`src/rtl/ext_bus_responder.sv`:
```
// ext_bus_responder
//
// Peripheral-side responder for the CPU's 8-bit external bus bridge. Each
// bridge transfer is decoded against a small register file (ID, VERSION,
// CTRL, STATUS, IRQ_PEND, IRQ_MASK, TIMER_LO/HI) and 16 bytes of scratch
// storage. The responder then returns a one-cycle acknowledge, with read data
// on reads.
//
// Ports:
//   clk_clk      in   1  single clock
//   reset_reset  in   1  synchronous, active-high reset
//   bus_enable   in   1  transfer request, held by the bridge until acknowledged
//   rw           in   1  1 = read, 0 = write
//   address      in   8  register address
//   byte_enable  in   1  write qualifier (ignored on reads)
//   write_data   in   8  write data
//   read_data    out  8  read data, non-zero only while acknowledge = 1
//   acknowledge  out  1  one-cycle completion pulse
//   irq          out  1  registered |(IRQ_PEND & IRQ_MASK)
//   ctrl_out     out  8  CTRL register contents
//   status_in    in   8  status bits, 2-flop synchronised
//   irq_src      in   8  interrupt sources, rising-edge detected
module ext_bus_responder #(
    parameter logic [7:0]  ID_VALUE  = 8'hA8,
    parameter logic [7:0]  VERSION   = 8'h01,
    parameter int unsigned ACK_DELAY = 0
) (
    input  logic       clk_clk,
    input  logic       reset_reset,
    input  logic       bus_enable,
    input  logic       rw,
    input  logic [7:0] address,
    input  logic       byte_enable,
    input  logic [7:0] write_data,
    output logic [7:0] read_data,
    output logic       acknowledge,
    output logic       irq,
    output logic [7:0] ctrl_out,
    input  logic [7:0] status_in,
    input  logic [7:0] irq_src
);

    typedef enum logic [1:0] {
        ST_IDLE    = 2'd0,
        ST_WAIT    = 2'd1,
        ST_ACK     = 2'd2,
        ST_RECOVER = 2'd3
    } state_t;

    // Last wait-counter value before moving on to ACK (unused when ACK_DELAY = 0).
    localparam logic [3:0] DELAY_LAST = (ACK_DELAY > 0) ? 4'(ACK_DELAY - 1) : 4'd0;

    state_t      state_q, state_d;
    logic [3:0]  wait_cnt_q, wait_cnt_d;
    logic [7:0]  addr_q, addr_d;
    logic        rw_q, rw_d;
    logic        be_q, be_d;
    logic [7:0]  wdata_q, wdata_d;
    logic        ack_q, ack_d;
    logic [7:0]  rdata_q, rdata_d;
    logic        irq_q, irq_d;
    logic [7:0]  ctrl_q, ctrl_d;
    logic [7:0]  mask_q, mask_d;
    logic [7:0]  pend_q, pend_d;
    logic [7:0]  shadow_q, shadow_d;
    logic [15:0] timer_q, timer_d;
    logic [7:0]  sync1_q, sync1_d;
    logic [7:0]  sync2_q, sync2_d;
    logic [7:0]  src_prev_q, src_prev_d;
    logic [7:0]  scratch_q [16];
    logic [7:0]  scratch_d [16];

    logic        commit_wr_s;
    logic        lo_read_s;
    logic [7:0]  clr_s;

    assign read_data   = rdata_q;
    assign acknowledge = ack_q;
    assign irq         = irq_q;
    assign ctrl_out    = ctrl_q;

    // Transfer FSM: latch the request in IDLE, optionally wait, acknowledge, then
    // hold in RECOVER until the bridge drops bus_enable so a held request is not
    // serviced twice.
    always_comb begin
        state_d    = state_q;
        wait_cnt_d = wait_cnt_q;
        addr_d     = addr_q;
        rw_d       = rw_q;
        be_d       = be_q;
        wdata_d    = wdata_q;
        case (state_q)
            ST_IDLE: begin
                if (bus_enable) begin
                    addr_d     = address;
                    rw_d       = rw;
                    be_d       = byte_enable;
                    wdata_d    = write_data;
                    wait_cnt_d = 4'd0;
                    if (ACK_DELAY > 0) begin
                        state_d = ST_WAIT;
                    end else begin
                        state_d = ST_ACK;
                    end
                end else begin
                    state_d = ST_IDLE;
                end
            end
            ST_WAIT: begin
                if (wait_cnt_q == DELAY_LAST) begin
                    state_d = ST_ACK;
                end else begin
                    wait_cnt_d = wait_cnt_q + 4'd1;
                end
            end
            ST_ACK: begin
                state_d = ST_RECOVER;
            end
            ST_RECOVER: begin
                if (!bus_enable) begin
                    state_d = ST_IDLE;
                end else begin
                    state_d = ST_RECOVER;
                end
            end
            default: begin
                state_d = ST_IDLE;
            end
        endcase
    end

    // Write commit and TIMER_LO side effect, both taking effect after the ACK cycle.
    always_comb begin
        commit_wr_s = (state_q == ST_ACK) && !rw_q && be_q;
        lo_read_s   = (state_q == ST_ACK) && rw_q && (addr_q == 8'h06);
        ctrl_d      = ctrl_q;
        mask_d      = mask_q;
        clr_s       = 8'h00;
        scratch_d   = scratch_q;
        if (commit_wr_s) begin
            if (addr_q[7:4] == 4'h1) begin
                // Scratch has no reset, so a write aborted by reset must be dropped here.
                if (!reset_reset) begin
                    scratch_d[addr_q[3:0]] = wdata_q;
                end else begin
                    scratch_d = scratch_q;
                end
            end else begin
                case (addr_q)
                    8'h02:   ctrl_d = wdata_q;
                    8'h04:   clr_s  = wdata_q;
                    8'h05:   mask_d = wdata_q;
                    default: ctrl_d = ctrl_q;
                endcase
            end
        end else begin
            ctrl_d = ctrl_q;
        end
        if (lo_read_s) begin
            shadow_d = timer_q[15:8];
        end else begin
            shadow_d = shadow_q;
        end
        // A new edge wins over a simultaneous write-1-to-clear on the same bit.
        pend_d = (pend_q & ~clr_s) | (irq_src & ~src_prev_q);
    end

    // Free-running timer, synchronisers, edge history and registered irq/ack.
    always_comb begin
        timer_d    = timer_q + 16'd1;
        sync1_d    = status_in;
        sync2_d    = sync1_q;
        src_prev_d = irq_src;
        irq_d      = |(pend_q & mask_q);
        ack_d      = (state_d == ST_ACK);
    end

    // Read mux, registered on entry to ACK. The *_d values are used where a
    // register may change on that same edge, so read_data matches what the
    // register holds during the ACK cycle itself.
    always_comb begin
        rdata_d = 8'h00;
        if ((state_d == ST_ACK) && rw_d) begin
            if (addr_d[7:4] == 4'h1) begin
                rdata_d = scratch_q[addr_d[3:0]];
            end else begin
                case (addr_d)
                    8'h00:   rdata_d = ID_VALUE;
                    8'h01:   rdata_d = VERSION;
                    8'h02:   rdata_d = ctrl_q;
                    8'h03:   rdata_d = sync2_d;
                    8'h04:   rdata_d = pend_d;
                    8'h05:   rdata_d = mask_q;
                    8'h06:   rdata_d = timer_d[7:0];
                    8'h07:   rdata_d = shadow_q;
                    default: rdata_d = 8'h00;
                endcase
            end
        end else begin
            rdata_d = 8'h00;
        end
    end

    // State, transfer latches and register file with synchronous reset.
    always_ff @(posedge clk_clk) begin
        if (reset_reset) begin
            state_q    <= ST_IDLE;
            wait_cnt_q <= 4'd0;
            addr_q     <= 8'h00;
            rw_q       <= 1'b0;
            be_q       <= 1'b0;
            wdata_q    <= 8'h00;
            ack_q      <= 1'b0;
            rdata_q    <= 8'h00;
            irq_q      <= 1'b0;
            ctrl_q     <= 8'h00;
            mask_q     <= 8'h00;
            pend_q     <= 8'h00;
            shadow_q   <= 8'h00;
            timer_q    <= 16'h0000;
            sync1_q    <= 8'h00;
            sync2_q    <= 8'h00;
            src_prev_q <= 8'h00;
        end else begin
            state_q    <= state_d;
            wait_cnt_q <= wait_cnt_d;
            addr_q     <= addr_d;
            rw_q       <= rw_d;
            be_q       <= be_d;
            wdata_q    <= wdata_d;
            ack_q      <= ack_d;
            rdata_q    <= rdata_d;
            irq_q      <= irq_d;
            ctrl_q     <= ctrl_d;
            mask_q     <= mask_d;
            pend_q     <= pend_d;
            shadow_q   <= shadow_d;
            timer_q    <= timer_d;
            sync1_q    <= sync1_d;
            sync2_q    <= sync2_d;
            src_prev_q <= src_prev_d;
        end
    end

    // Scratch storage: contents are undefined after reset, so no reset term.
    always_ff @(posedge clk_clk) begin
        scratch_q <= scratch_d;
    end

endmodule
```
`config.mk`:
```
export PLATFORM = sky130hd
export DESIGN_NAME = ext_bus_responder
export DESIGN_NICKNAME = d
export VERILOG_FILES = /design/src/rtl/ext_bus_responder.sv
export SDC_FILE = /design/constraint.sdc
export NUM_CORES = 1
export LEC_CHECK = 0
export ABC_CLOCK_PERIOD_IN_PS = 5500
export CORE_UTILIZATION = 55
export DETAILED_ROUTE_END_ITERATION = 10
export PLACE_DENSITY = 0.79
export SLEW_MARGIN = 20
export SYNTH_ARGS = -nofsm -noshare
export SYNTH_HDL_FRONTEND = slang
export SYNTH_SLANG_ARGS = --single-unit
```
`constraint.sdc`:
```
create_clock -name clk_clk -period 5.5 [get_ports clk_clk]
set_input_delay 1.65 -clock clk_clk [delete_from_list [all_inputs] [get_ports clk_clk]]
set_output_delay 1.65 -clock clk_clk [all_outputs]
set_load 0.005 [all_outputs]
```
==> flow_summary.ini <==
[global_route]
grt_max_degree = 71
grt_pass1_vias = 6362
grt-ovfl-total = 0
grt_antenna_before_repair = 0
track_usage = 0.271
grt_pass1_wl_um = 35900

[detailed_routing]
drcViolationCount = 0
vias_per_cell = 6.14
initialDrtViolationCount = 854
postRouteAntennaNets = 0
drt_wl_total_um = 23500
vias = 6810
wl_per_cell_um = 21.2
dr.pass1.iters = 7

[floorplan]
dieArea_mm2 = 0.0173
num_rows = 47
fp.dieW_um = 132
io_pins = 55
coreArea_mm2 = 0.0165
start_util = 0.560
die_y_um = 132

[clock_network]
cts_root_buffer = clkbuf_16
cts_buffers = 22
cts-resized-gates = 0
insertion_delay_ps = 510
cts_setup_buffers = 0
hold_buffers = 0
path_clk_slew_ps = 60
cts_max_level = 1
cts_tree = yes
cts_buffer_depth = 3
cts_sinks = 226

[synthesis]
yosys_register_bits = 226
yosysWarnings = 0
synth_edf_count = 128
syn-num-nets = 855
synth_seq_area_share = 0.628
yosysTopAreaCell = edfxtp_1
synthCells = 815
synth.top_cell.area_share = 0.416
syn-mean-instance-area_um2 = 11.3
synth.distinct_cells = 66
synth-async-reset-ratio = 0
syn_area_mm2 = 0.00925
synth_area_leaders = edfxtp_1 (42%), dfxtp_1 (21%), mux2i_1 (5.6%)
synthFlopType = edfxtp_1

[layout]
most-common-layout-cells = edfxtp_1 (128), nand2_1 (107), dfxtp_1 (98), nor2_1 (71), a21oi_1 (55)
area_growth_pct = 16.5
diodes = 0
final_util = 0.652
finish.net_count = 914
drive_gt1_frac = 0.0831
layout_commonest_cell = edfxtp_1

[sta]
rsz0062_at_grt = no
whs_ps = 456
skew_ps = 16.9
fmax_ghz = 0.250
hold_viol = 0
max-slew-margin-rel = 0.305
timing.final.crit_share = 0.726
fin_tns_setup_ps = 0
final_max_slew_viol_count = 0
period_needed_ps = 3990
setup_viol = 0
worst_slew_pin_slew_ps = 1040

[critical_path]
end_kind = register
crit_slowest_cell = a2111oi_0
arrival_ps = 4360
worstPathCellList = clkdlybuf4s50_1 > nor3b_2 > buf_12 > mux2i_1 > buf_4 > a211oi_1 > nor3_1 > a2111oi_0 > o2111ai_1
crit_family = compound AO/OA/AOI/OAI gates
worstPathMaxFanout = 36
timing_worst_setup_path_type = in2reg
max_stage_delay_ps = 640
required_ps = 5870
start_kind = input pin
cp.buffers_inverters = 3

[placement]
numPortBuffers = 54
place_congestion = 0.908
dpl.hpwl_um = 15400

[worst_hold_path]
min_path_type = reg2reg

[power_and_ir_drop]
ir_worst_vdd_v = 0.000229
p_leak_nw = 3.69
powerDensity_mw_per_mm2 = 330
power_w = 0.00355

[run_status]
status = complete, no violations

[run]
drv_cap = 0
## synthesized netlist by cell type (4+ instances only)
cell / n
a21oi_1: 55
a221oi_1: 14
mux2i_1: 52
nand3_1: 27
nor3_1: 18
o2111ai_1: 6
inv_1: 14
edfxtp_1: 128
nand4_1: 9
nand2_1: 107
o21ai_0: 31
a22oi_1: 11
a21o_1: 4
nor2b_1: 27
dfxtp_1: 98
xnor2_1: 7
buf_2: 8
nor2_1: 71
nand2b_1: 6
xor2_1: 5
a211oi_1: 4
nor3b_1: 4
clkbuf_1: 34
## worst min-delay path: stages (launching register included)
cell,delay [ps]
dfxtp_1,310
nand2_1,50
a21oi_1,50
## per-stage QoR
| step | instance area [um^2] | worst slack, ps | cells |
|---|---|---|---|
| 4_1_cts | 10800 | 1400 | 1110 |
| 3_5_place_dp | 10100 | 935 | 1070 |
| 6_report | 10800 | 1510 | 1110 |
| 2_1_floorplan | 9250 | 2040 | 815 |
| 5_1_grt | 10800 | 1390 | 1110 |
| 3_3_place_gp | 10100 | 962 | 1070 |
## state kept, by name, summed over array words and instances, names as in the netlist
register	count
pend_q	8
state_q	2
mask_q	8
irq	1
sync1_q	8
wait_cnt_q	4
shadow_q	8
acknowledge	1
timer_q	16
addr_q	8
scratch_q	128
src_prev_q	8
wdata_q	8
ctrl_out	8
rw_q	1
read_data	8
be_q	1
## cell families after synthesis
kind of cell | Yosys count | synth area share
simple gates | 296 | 0.151
compound gates | 165 | 0.121
mux | 55 | 0.0599
xor+xnor | 12 | 0.0114
flops | 226 | 0.628
buf+inv | 58 | 0.0246
fa+ha+maj | 3 | 0.00406
## path summary, 6_finish.rpt
check,startpoint,slack (ps),endpoint,cells past startpoint
hold / removal,be_q,460,be_q,2
hold reg to reg,be_q,460,be_q,2
setup reg to reg,state_q[1],2220,read_data[7],6
setup / recovery,bus_enable,1510,read_data[0],9
## power by group
group          switching [W]  internal, W  total (W)
combinational       0.000180     0.000117   0.000297
sequential         0.0000374      0.00181    0.00185
clock               0.000615     0.000794    0.00141
total               0.000833      0.00272    0.00355
## metal layers
metal | up-vias | GRT usage | part of all wire
li1 | 3105 | - | -
met1 | 3236 | 0.388 | 0.42
met2 | 419 | 0.414 | 0.45
met3 | 50 | 0.0517 | 0.11
met4 | 0 | 0.0917 | 0.025
met5 | - | 0 | 0
## cell type report
| type | instances | area, um^2 |
|---|---|---|
| multi-input cells | 531 | 3230 |
| clock inverters | 9 | 50.0 |
| fillers | 1238 | 5750 |
| inverters | 14 | 52.6 |
| clock buffers | 31 | 626 |
| well taps | 220 | 275 |
| repair buffers | 79 | 736 |
| flip-flops and latches | 226 | 5810 |
Power figures use the tool's default switching activity.
